==> src/rtl/router_pkg.sv <==
// rtl/router_pkg.sv - shared widths, FSM encoding and header helper for the router packet path
package router_pkg;

    localparam int ADDR_W = 2;
    localparam int LEN_W  = 6;
    localparam int DATA_W = 8;

    localparam logic [ADDR_W-1:0] DEST_INVALID = 2'd3;

    localparam logic [2:0] ST_IDLE    = 3'd0;
    localparam logic [2:0] ST_LOAD    = 3'd1;
    localparam logic [2:0] ST_HEADER  = 3'd2;
    localparam logic [2:0] ST_PAYLOAD = 3'd3;
    localparam logic [2:0] ST_PARITY  = 3'd4;
    localparam logic [2:0] ST_DONE    = 3'd5;

    typedef struct packed {
        logic [LEN_W-1:0]  len;
        logic [ADDR_W-1:0] dest;
    } header_t;

    function automatic logic [DATA_W-1:0] pack_header(input logic [LEN_W-1:0]  len,
                                                      input logic [ADDR_W-1:0] dest);
        header_t hdr;
        hdr.len  = len;
        hdr.dest = dest;
        return hdr;
    endfunction

endpackage

==> src/rtl/router_tx_buffer.sv <==
// rtl/router_tx_buffer.sv - payload store, synchronous write and combinational read
module router_tx_buffer #(
    parameter int DEPTH  = 64,
    parameter int ADDR_W = 6,
    parameter int DATA_W = 8
) (
    input  logic              clock,
    input  logic              wr_en,
    input  logic [ADDR_W-1:0] wr_addr,
    input  logic [DATA_W-1:0] wr_data,
    input  logic [ADDR_W-1:0] rd_addr,
    output logic [DATA_W-1:0] rd_data
);

    logic [DATA_W-1:0] mem [DEPTH];

    // Contents are deliberately not reset; every byte is rewritten before it is read.
    always_ff @(posedge clock) begin
        if (wr_en) begin
            mem[wr_addr] <= wr_data;
        end
    end

    assign rd_data = mem[rd_addr];

endmodule

==> src/rtl/router_pkt_tx.sv <==
// rtl/router_pkt_tx.sv - buffers one packet payload, then frames it onto the router byte interface
module router_pkt_tx
    import router_pkg::*;
#(
    parameter int MAX_LEN = 63
) (
    input  logic              clock,
    input  logic              resetn,
    input  logic              start,
    input  logic [ADDR_W-1:0] dest,
    input  logic [LEN_W-1:0]  len,
    input  logic [DATA_W-1:0] src_data,
    input  logic              src_valid,
    output logic              src_ready,
    input  logic              busy,
    output logic [DATA_W-1:0] data_out,
    output logic              pkt_valid,
    output logic              tx_busy,
    output logic              done
);

    localparam logic [LEN_W-1:0] LEN_MAX = LEN_W'(MAX_LEN);

    logic [2:0]        state;
    logic [LEN_W-1:0]  len_q;
    logic [ADDR_W-1:0] dest_q;
    logic [DATA_W-1:0] parity;
    logic [LEN_W-1:0]  wr_idx;
    logic [LEN_W-1:0]  rd_idx;
    logic [DATA_W-1:0] rd_data;
    logic              wr_en;
    logic              start_ok;

    assign start_ok = start && (dest != DEST_INVALID) && (len != '0) && (len <= LEN_MAX);
    assign wr_en    = (state == ST_LOAD) && src_valid;

    router_tx_buffer #(
        .DEPTH  (64),
        .ADDR_W (LEN_W),
        .DATA_W (DATA_W)
    ) u_buffer (
        .clock   (clock),
        .wr_en   (wr_en),
        .wr_addr (wr_idx),
        .wr_data (src_data),
        .rd_addr (rd_idx),
        .rd_data (rd_data)
    );

    always_ff @(posedge clock) begin
        if (!resetn) begin
            state  <= ST_IDLE;
            len_q  <= '0;
            dest_q <= '0;
            parity <= '0;
            wr_idx <= '0;
            rd_idx <= '0;
        end else begin
            case (state)
                ST_IDLE: begin
                    if (start_ok) begin
                        len_q  <= len;
                        dest_q <= dest;
                        parity <= pack_header(len, dest);
                        wr_idx <= '0;
                        rd_idx <= '0;
                        state  <= ST_LOAD;
                    end
                end
                ST_LOAD: begin
                    if (src_valid) begin
                        parity <= parity ^ src_data;
                        wr_idx <= wr_idx + 6'd1;
                        if (wr_idx == len_q - 6'd1) begin
                            state <= ST_HEADER;
                        end
                    end
                end
                ST_HEADER: begin
                    if (!busy) begin
                        state <= ST_PAYLOAD;
                    end
                end
                // A byte only advances when the router is not stalling at this edge.
                ST_PAYLOAD: begin
                    if (!busy) begin
                        rd_idx <= rd_idx + 6'd1;
                        if (rd_idx == len_q - 6'd1) begin
                            state <= ST_PARITY;
                        end
                    end
                end
                ST_PARITY: begin
                    if (!busy) begin
                        state <= ST_DONE;
                    end
                end
                ST_DONE: begin
                    state <= ST_IDLE;
                end
                default: begin
                    state <= ST_IDLE;
                end
            endcase
        end
    end

    // Outputs depend only on registered state and buffer contents.
    always_comb begin
        data_out  = '0;
        pkt_valid = 1'b0;
        done      = 1'b0;
        case (state)
            ST_HEADER: begin
                data_out  = pack_header(len_q, dest_q);
                pkt_valid = 1'b1;
            end
            ST_PAYLOAD: begin
                data_out  = rd_data;
                pkt_valid = 1'b1;
            end
            ST_PARITY: begin
                data_out = parity;
            end
            ST_DONE: begin
                done = 1'b1;
            end
            default: begin
                data_out = '0;
            end
        endcase
    end

    assign src_ready = (state == ST_LOAD);
    assign tx_busy   = (state != ST_IDLE);

endmodule

==> config.mk <==
export PLATFORM = sky130hd
export DESIGN_NAME = router_pkt_tx
export DESIGN_NICKNAME = d
export VERILOG_FILES = /design/src/rtl/router_pkg.sv /design/src/rtl/router_tx_buffer.sv /design/src/rtl/router_pkt_tx.sv
export SDC_FILE = /design/constraint.sdc
export NUM_CORES = 1
export LEC_CHECK = 0
export BUFFER_PORTS_ARGS = -buffer_cell sky130_fd_sc_hd__buf_4
export CAP_MARGIN = 5
export CORE_MARGIN = 5
export CORE_UTILIZATION = 41
export DETAILED_ROUTE_END_ITERATION = 7
export GPL_TIMING_DRIVEN = 0
export PLACE_DENSITY_LB_ADDON = 0.3
export SETUP_SLACK_MARGIN = 0.5
export SLEW_MARGIN = 20
export SYNTH_ARGS = -nofsm -noshare
export SYNTH_HDL_FRONTEND = slang
export SYNTH_SLANG_ARGS = --single-unit
==> constraint.sdc <==
create_clock -name clock -period 3.05 [get_ports clock]
set_clock_uncertainty 0.05 [all_clocks]
set_input_delay 0.1525 -clock clock [delete_from_list [all_inputs] [get_ports clock]]
set_output_delay 0.1525 -clock clock [all_outputs]
set_load 0.02 [all_outputs]
==> results of run 1 <==
==> power groups by stage <==
stage	sequential, µW	clock (µW)	combinational, µW
2_1_floorplan	8420	0	157
3_3_place_gp	8430	0	332
3_5_place_dp	8430	0	344
4_1_cts	8270	7120	386
5_1_grt	8270	7490	425
6_report	8270	7070	394
==> layout make-up <==
type | instances | area (µm²)
flip-flops and latches | 549 | 16100
well taps | 696 | 871
plain buffers | 68 | 769
inverters | 9 | 33.8
fillers | 4128 | 25700
repair buffers | 155 | 1920
clock inverters | 36 | 407
clock buffers | 68 | 1480
multi-input cells | 547 | 6560
==> stage by stage <==
| stage | hold WS (ps) | setup WS (ps) |
|---|---|---|
| 4_1_cts | 26.6 | -347 |
| 5_1_grt | 57.6 | -465 |
| 6_report | 58.4 | -426 |
| 2_1_floorplan | 201 | 394 |
| 3_3_place_gp | 375 | -1240 |
| 3_5_place_dp | 382 | -1150 |
==> timing repair <==
| item | in CTS | in global routing |
|---|---|---|
| hold endpoints to repair | 21 | 0 |
| gates cloned | 7 | 0 |
| setup buffers | 92 | 14 |
| hold buffers | 10 | 0 |
| resized for setup | 306 | 32 |
| pin swaps | 74 | 22 |
| setup endpoints to repair | 531 | 482 |
==> layer usage <==
| metal | GRT usage [%] | part of all wire, % | wire, µm |
|---|---|---|---|
| met5 | 0 | 0 | 0 |
| met4 | 7.88 | 4.0 | 2540 |
| met3 | 6.84 | 9.6 | 6140 |
| met2 | 33.2 | 46 | 29600 |
| met1 | 28.7 | 40 | 25800 |
==> registers in the layout, indices dropped and copies added, names as in the netlist, named ones only <==
signal,count
u_buffer.mem,512
parity,8
len_q,6
dest_q,2
wr_idx,6
rd_idx,6
state,3
==> worst max-delay path, stage by stage, from the launching register on <==
cell and delay [ps]:
dfxtp_2 320, buf_12 140, buf_12 150, buf_16 160, bufbuf_16 290, buf_16 160
buf_4 140, mux2i_1 110, a22oi_1 160, a21oi_1 160, or3_4 410, o211ai_1 220
buf_4 230
==> worst paths after layout <==
path | startpoint | end | depth (start not counted)
worst max-delay path | flip-flop | data_out[5] | 12
worst min-delay path | src_data[3] | u_buffer.mem[55][3]$_DFFE_PP_ | 1
worst max register to register | state[2]$_SDFFE_PN0P_ | u_buffer.mem[34][2]$_DFFE_PP_ | 10
worst min register to register | parity[1]$_SDFFE_PN0P_ | parity[1]$_SDFFE_PN0P_ | 2
==> cells by family after synthesis <==
group	share of synthesized area (%)
flip-flops	72.4
AND/OR/NAND/NOR	4.93
multiplexers	15.5
AO/OA/AOI/OAI	3.83
buffers and inverters	2.04
XOR/XNOR	1.08
adder cells (fa/ha/maj)	0.169
==> layout by cell type, fill, tap and decap left out, drive strengths merged, types with 7 or more instances in the layout <==
cell type / netlist / layout
mux4: 118 / 118
nor2: 102 / 102
a22oi: 26 / 26
a21oi: 20 / 20
o21ai: 17 / 17
clkbuf: 30 / 94
inv: 9 / 10
nand2: 13 / 13
a21boi: 9 / 9
bufinv: 0 / 9
clkinv: 0 / 24
dlygate4sd3: 0 / 10
or2: 8 / 8
nor3: 7 / 7
edfxtp: 512 / 512
mux2: 12 / 12
nor3b: 11 / 11
buf: 37 / 184
nor2b: 25 / 25
nand3: 9 / 9
dfxtp: 37 / 37
or3: 9 / 9
o22ai: 9 / 9
mux2i: 58 / 58
==> flow_metrics.py, run 1 <==
metrics = {
    "status": {
        "status": "finished with violations",
        "violations": "negative setup slack",
    },
    "cells_and_area": {
        "final_cells": 2128,
        "utilization_pct": 52.3,
        "n_antenna_cell": 0,
        "final_area_um2": 28200,
        "drive_gt1_share_pct": 37.0,
        "area_growth_pct": 26.6,
        "nNetsFinal": 1410,
    },
    "global_route": {
        "antenna_found_initial": 1,
        "grt_pass1_vias": 12700,
        "grt_usage_pct": 21.4,
        "grt_pass1_wl_um": 91300,
        "grt_max_degree": 67,
        "gr-total-overflow": 0,
    },
    "worst_setup_path": {
        "r2r_slack_ps": 560,
        "crit_path_start_kind": "flip-flop",
        "cp_max_fo": 10,
        "crit_path_end_kind": "output pin",
        "cp.required_ps": 2850,
        "critPathArrivalTime_ps": 3270,
        "crit_type": "flip-flop to output pin",
    },
    "timing": {
        "setup_viol": 8,
        "fin_tns_setup_ps": -3140,
        "finalHoldViolations": 0,
        "max_freq_mhz": 288,
        "fin_crit_sh_pct": 114,
        "tightest_slew_ps": 984,
        "period_minus_slack_ps": 3480,
        "grt_setup_unrepaired": "true",
        "slew_violations": 0,
        "setup_ws_ps": -426,
        "slew_headroom_pct": 34.4,
    },
    "die": {
        "dieHeight_um": 243,
        "dieArea_um2": 59000,
        "initial_core_util_pct": 41.3,
        "dieWidth_um": 243,
        "coreArea_um2": 53800,
        "row_count": 85,
        "io_pins": 33,
    },
    "yosys": {
        "ys_async_sr_fraction_pct": 0,
        "synth_commonest_cells": "edfxtp_1, nor2_1, mux4_2",
        "avgSynthCellArea_um2": 19.0,
        "synthTopCellsByArea": "edfxtp_1, mux4_2, dfxtp_1",
        "synth-seq-area-share_pct": 72.4,
        "ys_ff_latch": 549,
        "ys.flop_type": "edfxtp_1",
        "synth_top_area_share_pct": 69.1,
        "synth_fp_nets": 1197,
        "postSynthCellCount": 1173,
        "synth.largest_area_cell": "edfxtp_1",
        "ys_types": 63,
        "synth.most_common_cell": "edfxtp_1",
        "synthesis.area_um2": 22200,
        "synth_edf_count": 512,
        "synth_warnings": 0,
    },
    "route": {
        "firstDrtPassIters": 7,
        "antenna_left": 0,
        "viasPerCell": 5.96,
        "drt_iter0_markers": 1771,
        "vias": 12700,
        "drt-total-wl_um": 64100,
        "drc": 0,
        "wl_per_cell_um": 30.1,
    },
    "placement": {
        "place.gp.congestion": 0.959,
        "placed_cell_area_um2": 23400,
        "port_buffers": 32,
        "dp_hpwl_um": 37700,
        "dp.cells": 1901,
    },
    "pwr": {
        "leakage_uw": 0.00876,
        "p_comb_share_pct": 2.5,
        "p_seq_share_pct": 52.6,
        "power.density_nw_per_um2": 559,
        "power.switching_uw": 3150,
        "sw_frac_of_total_pct": 20.0,
        "irDropWorstVdd_mv": 0.509,
        "cellInternalPower_uw": 12600,
        "power.total_uw": 15700,
        "clkPwrFrac_pct": 44.9,
    },
    "clocking": {
        "clkTransAtPathRegs_ps": 60,
        "clk_path_buf_depth": 3,
        "cts_inserted_buffers": 56,
        "cts_tree": "yes",
        "clk_latency_ps": 610,
        "htreeDepth": 2,
        "root_buffer": "clkbuf_16",
        "clock-sinks": 549,
    },
    "hold_path": {
        "min_path_type": "input port to flip-flop",
    },
    "run": {
        "drv_cap": 0,
    },
}
No activity file was read; power rests on OpenSTA's default activity.
==> inputs of run 2 (changes only) <==
SKIP_CTS_REPAIR_TIMING = 1   (was unset)
==> flow_metrics.py, run 2 (synthesized netlist as in run 1, its figures left out) <==
metrics = {
    "timing": {
        "setup_viol": 8,
        "slew_headroom_pct": 34.8,
        "finalHoldViolations": 0,
        "grt_setup_unrepaired": "true",
        "fin_crit_sh_pct": 117,
        "period_minus_slack_ps": 3570,
        "slew_violations": 0,
        "max_freq_mhz": 280,
        "setup_ws_ps": -521,
        "tightest_slew_ps": 978,
    },
    "cells_and_area": {
        "area_growth_pct": 24.5,
        "nNetsFinal": 1389,
        "num-fill-cells": 4210,
        "final_cell_mix": "edfxtp_1, mux4_2, buf_4",
        "regMostFlops": "u_buffer.mem",
        "largest_register_ffs": 512,
        "mostFrequentLayoutCell": "edfxtp_1",
        "drive_gt1_share_pct": 35.4,
        "final_cells": 2107,
        "n_antenna_cell": 0,
        "largestRegisters": "u_buffer.mem: 512 flops, parity: 8 flops",
    },
    "global_route": {
        "grt_usage_pct": 20.0,
        "grtUsageMet1_pct": 28.2,
        "grt_pass1_vias": 11800,
        "gr-total-overflow": 0,
        "grt_max_degree": 67,
        "antenna_found_initial": 0,
        "use_met2_pct": 30.8,
        "grt_use_met3_pct": 5.29,
        "grt_pass1_wl_um": 84900,
        "busiest_layer": "met2",
    },
    "placement": {
        "dp_slack_ps": -1150,
        "place.gp.congestion": 0.959,
        "dp.cells": 1901,
        "dp_hpwl_um": 37700,
        "port_buffers": 32,
    },
    "worst_setup_path": {
        "crit_path_end_kind": "output pin",
        "cp.required_ps": 2850,
        "crit_type": "flip-flop to output pin",
        "critPathArrivalTime_ps": 3370,
        "cp_max_fo": 10,
        "crit_path_start_kind": "flip-flop",
    },
    "die": {
        "coreArea_um2": 53800,
        "dieWidth_um": 243,
        "dieArea_um2": 59000,
        "row_count": 85,
        "initial_core_util_pct": 41.3,
        "io_pins": 33,
        "dieHeight_um": 243,
    },
    "clocking": {
        "htreeDepth": 2,
        "cts_inserted_buffers": 56,
        "clk_latency_ps": 610,
        "clkTransAtPathRegs_ps": 60,
        "clk_path_buf_depth": 3,
        "clock-sinks": 549,
        "root_buffer": "clkbuf_16",
        "cts_tree": "yes",
    },
    "route": {
        "firstDrtPassIters": 7,
        "vias": 12700,
        "drc": 0,
        "antenna_left": 0,
        "viasPerCell": 6.03,
        "drt-total-wl_um": 62800,
        "drt_iter0_markers": 2013,
        "wl_per_cell_um": 29.8,
    },
    "status": {
        "violations": "negative setup slack",
        "status": "finished with violations",
    },
    "pwr": {
        "leakage_uw": 0.00854,
        "irDropWorstVdd_mv": 0.511,
        "power.density_nw_per_um2": 568,
    },
    "run": {
        "drv_cap": 0,
    },
    "hold_path": {
        "min_path_type": "input port to flip-flop",
    },
}
## run 2: cell count changes in the layout (fill, tap and decap cells not counted), sizes merged
cell / delta
bufbuf: -3
buf: -24
clkbuf: +5
dlygate4sd3: +1
## run 2: layout make-up
class	count	area (µm²)	area share [%]
clock inverter	36	407	1.47
multi-input combinational	547	6490	23.4
inverter	9	33.8	0.122
clock buffer	68	1480	5.33
tap	696	871	3.14
timing repair buffer	134	1590	5.73
buffer	68	713	2.57
sequential	549	16100	58.2
## run 2: layer usage
layer	share of wire (%)	up-vias	routed length (µm)
met3	9.4	124	5880
met4	3.1	0	1930
met1	40	6714	25300
li1	-	5200	-
met2	47	666	29700
met5	0	-	0
## run 2: worst max-delay path, stage by stage (launching register included)
cell	delay, ps
dfxtp_1	300
buf_4	220
clkbuf_4	400
mux4_2	400
nor2b_1	170
a2111oi_1	550
nor4_1	150
or3_4	440
buf_6	150
## run 2: through the flow
| step | hold WS, ps | cell area [µm²] | setup TNS, ps | total power, µW | util (%) |
|---|---|---|---|---|---|
| CTS | -253 | 25300 | -255560 | 15700 | 47.0 |
| global placement | 375 | 23400 | -233910 | 8760 | 43.5 |
| floorplan | 201 | 22300 | 0 | 8580 | - |
| detailed placement | 382 | 23400 | -242690 | 8770 | 43.5 |
| global route | 69.3 | 27700 | -3480 | 16200 | 51.5 |
| finish | 57.6 | 27700 | -3400 | 15700 | 51.5 |
## run 2: final timing paths
| path | endpoint | slack [ps] | start | cells past startpoint |
|---|---|---|---|---|
| hold / removal | state[1]$_SDFFE_PN0P_ | 60 | src_valid | 5 |
| hold reg to reg | parity[6]$_SDFFE_PN0P_ | 450 | parity[6]$_SDFFE_PN0P_ | 2 |
| setup / recovery | data_out[0] | -520 | flip-flop | 8 |
| setup reg to reg | u_buffer.mem[34][2]$_DFFE_PP_ | 420 | state[1]$_SDFFE_PN0P_ | 11 |
## run 2: power breakdown
group / leakage, µW / switching (µW) / internal [µW] / total [µW]
Clock: 0.000920 / 2870 / 4200 / 7070
Sequential: 0.00490 / 20.4 / 8250 / 8270
Combinational: 0.00272 / 260 / 132 / 392
Total: 0.00854 / 3150 / 12600 / 15700
==> inputs of run 3 (changes only) <==
CORE_UTILIZATION = 63   (was 41)
==> flow_metrics.py, run 3 (synthesized netlist as in run 1, its figures left out) <==
metrics = {
    "status": {
        "status": "finished with violations",
        "violations": "negative hold slack, negative setup slack",
    },
    "worst_setup_path": {
        "cp_cell_sequence": "buf_12, buf_16, buf_4, mux4_1, mux4_2, o22ai_1, or3_1, o211ai_1, buf_4",
        "cp_top_family": "multiplexers",
        "cp_max_fo": 8,
        "crit_path_end_kind": "output pin",
        "critPathArrivalTime_ps": 3470,
        "critPathBufInv": 4,
        "crit_path_start_kind": "flip-flop",
        "slowest_delay_ps": 640,
        "r2r_start": "state[2]$_SDFFE_PN0P_",
        "crit_type": "flip-flop to output pin",
        "cp.required_ps": 2850,
        "crit_path_top_delay_cell": "mux4_1",
        "cpMostUsedCell": "buf_4",
    },
    "cells_and_area": {
        "regMostFlops": "u_buffer.mem",
        "final_cell_mix": "edfxtp_1, mux4_2, buf_4",
        "largestRegisters": "u_buffer.mem: 512 flops, parity: 8 flops",
        "drive_gt1_share_pct": 35.1,
        "utilization_pct": 77.4,
        "area_growth_pct": 20.8,
        "n_antenna_cell": 0,
        "mostFrequentLayoutCell": "edfxtp_1",
        "final_area_um2": 26900,
        "nNetsFinal": 1370,
        "largest_register_ffs": 512,
    },
    "timing": {
        "setup_viol": 8,
        "tightest_slew_ps": 1020,
        "finalHoldViolations": 1,
        "slew_headroom_pct": 32.0,
        "max_freq_mhz": 272,
        "grt_setup_unrepaired": "true",
        "fin_crit_sh_pct": 121,
        "period_minus_slack_ps": 3680,
        "fin_tns_setup_ps": -3390,
        "hold_ws_ps": -0.863,
        "setup_ws_ps": -627,
        "slew_violations": 0,
    },
    "die": {
        "dieArea_um2": 39200,
        "coreArea_um2": 34700,
        "initial_core_util_pct": 64.1,
        "dieWidth_um": 198,
        "row_count": 68,
        "dieHeight_um": 198,
        "io_pins": 33,
    },
    "pwr": {
        "sw_frac_of_total_pct": 20.7,
        "leakage_uw": 0.00833,
        "p_comb_share_pct": 2.7,
        "power.density_nw_per_um2": 558,
        "cellInternalPower_uw": 11900,
        "irDropWorstVdd_mv": 0.576,
        "power.switching_uw": 3100,
        "p_seq_share_pct": 55.1,
        "clkPwrFrac_pct": 42.2,
    },
    "global_route": {
        "grt_pass1_wl_um": 86200,
        "grt_max_degree": 67,
        "antenna_found_initial": 1,
        "grt_pass1_vias": 12500,
        "grt_usage_pct": 31.1,
        "gr-total-overflow": 0,
    },
    "clocking": {
        "clkTransAtPathRegs_ps": 60,
        "cts_inserted_buffers": 52,
        "root_buffer": "clkbuf_16",
        "clock-sinks": 549,
        "clk_latency_ps": 610,
        "clk_path_buf_depth": 3,
        "cts_tree": "yes",
        "htreeDepth": 2,
    },
    "route": {
        "drt-total-wl_um": 66900,
        "antenna_left": 0,
        "drt_iter0_markers": 2327,
        "wl_per_cell_um": 36.4,
        "viasPerCell": 7.35,
        "drc": 0,
        "vias": 13500,
        "firstDrtPassIters": 6,
    },
    "placement": {
        "placed_cell_area_um2": 23100,
        "place.gp.congestion": 0.961,
        "port_buffers": 32,
        "dp_hpwl_um": 36600,
    },
    "hold_path": {
        "hp-start": "len[4]",
        "min_path_type": "input port to flip-flop",
    },
    "run": {
        "drv_cap": 0,
    },
}
[run 3: final timing paths]
path                                    to  slack (ps)  cells after the start
min reg2reg         parity[7]$_SDFFE_PN0P_         450                      2
max                            data_out[5]        -630                      9
max reg2reg  u_buffer.mem[43][0]$_DFFE_PP_         480                      8
min                 parity[6]$_SDFFE_PN0P_        -0.9                      4
[run 3: layout make-up]
class / count / area [µm²]
flip-flops and latches: 549 / 16100
clock buffers: 63 / 1360
multi-input cells: 547 / 6490
plain buffers: 68 / 744
repair buffers: 119 / 1280
fillers: 1683 / 7840
well taps: 455 / 569
clock inverters: 31 / 270
inverters: 9 / 33.8
[run 3: worst register-to-register path, stage by stage (launching register included)]
cell      delay, ps
dfxtp_1         310
buf_4           170
or3b_4          390
buf_8           160
nor2_4          290
nand4b_1        180
buf_6           240
buf_6           150
nor2_4          290
[run 3: per-stage QoR]
stage	std cells	setup slack, ps	total power [µW]	hold slack (ps)
2_1_floorplan	1173	394	8580	201
3_3_place_gp	1660	-1370	8750	375
3_5_place_dp	1660	-1340	8770	385
4_1_cts	1754	-1990	14900	-225
5_1_grt	1841	-535	15300	71.9
6_report	1841	-627	15000	-0.863
[run 3: power by group through the flow]
stage	Combinational, µW	Sequential, µW	Clock [µW]
floorplan	157	8420	0
global route	421	8270	6650
finish	401	8270	6320
detailed placement	341	8430	0
global placement	326	8430	0
CTS	344	8270	6270
[run 3: metal layers]
layer,part of all wire [%],track usage [%],up-vias
met2,47,48.2,1282
li1,-,-,5142
met4,6.1,13.5,2
met3,13,7.93,284
met5,0.025,0,-
met1,33,42.8,6819
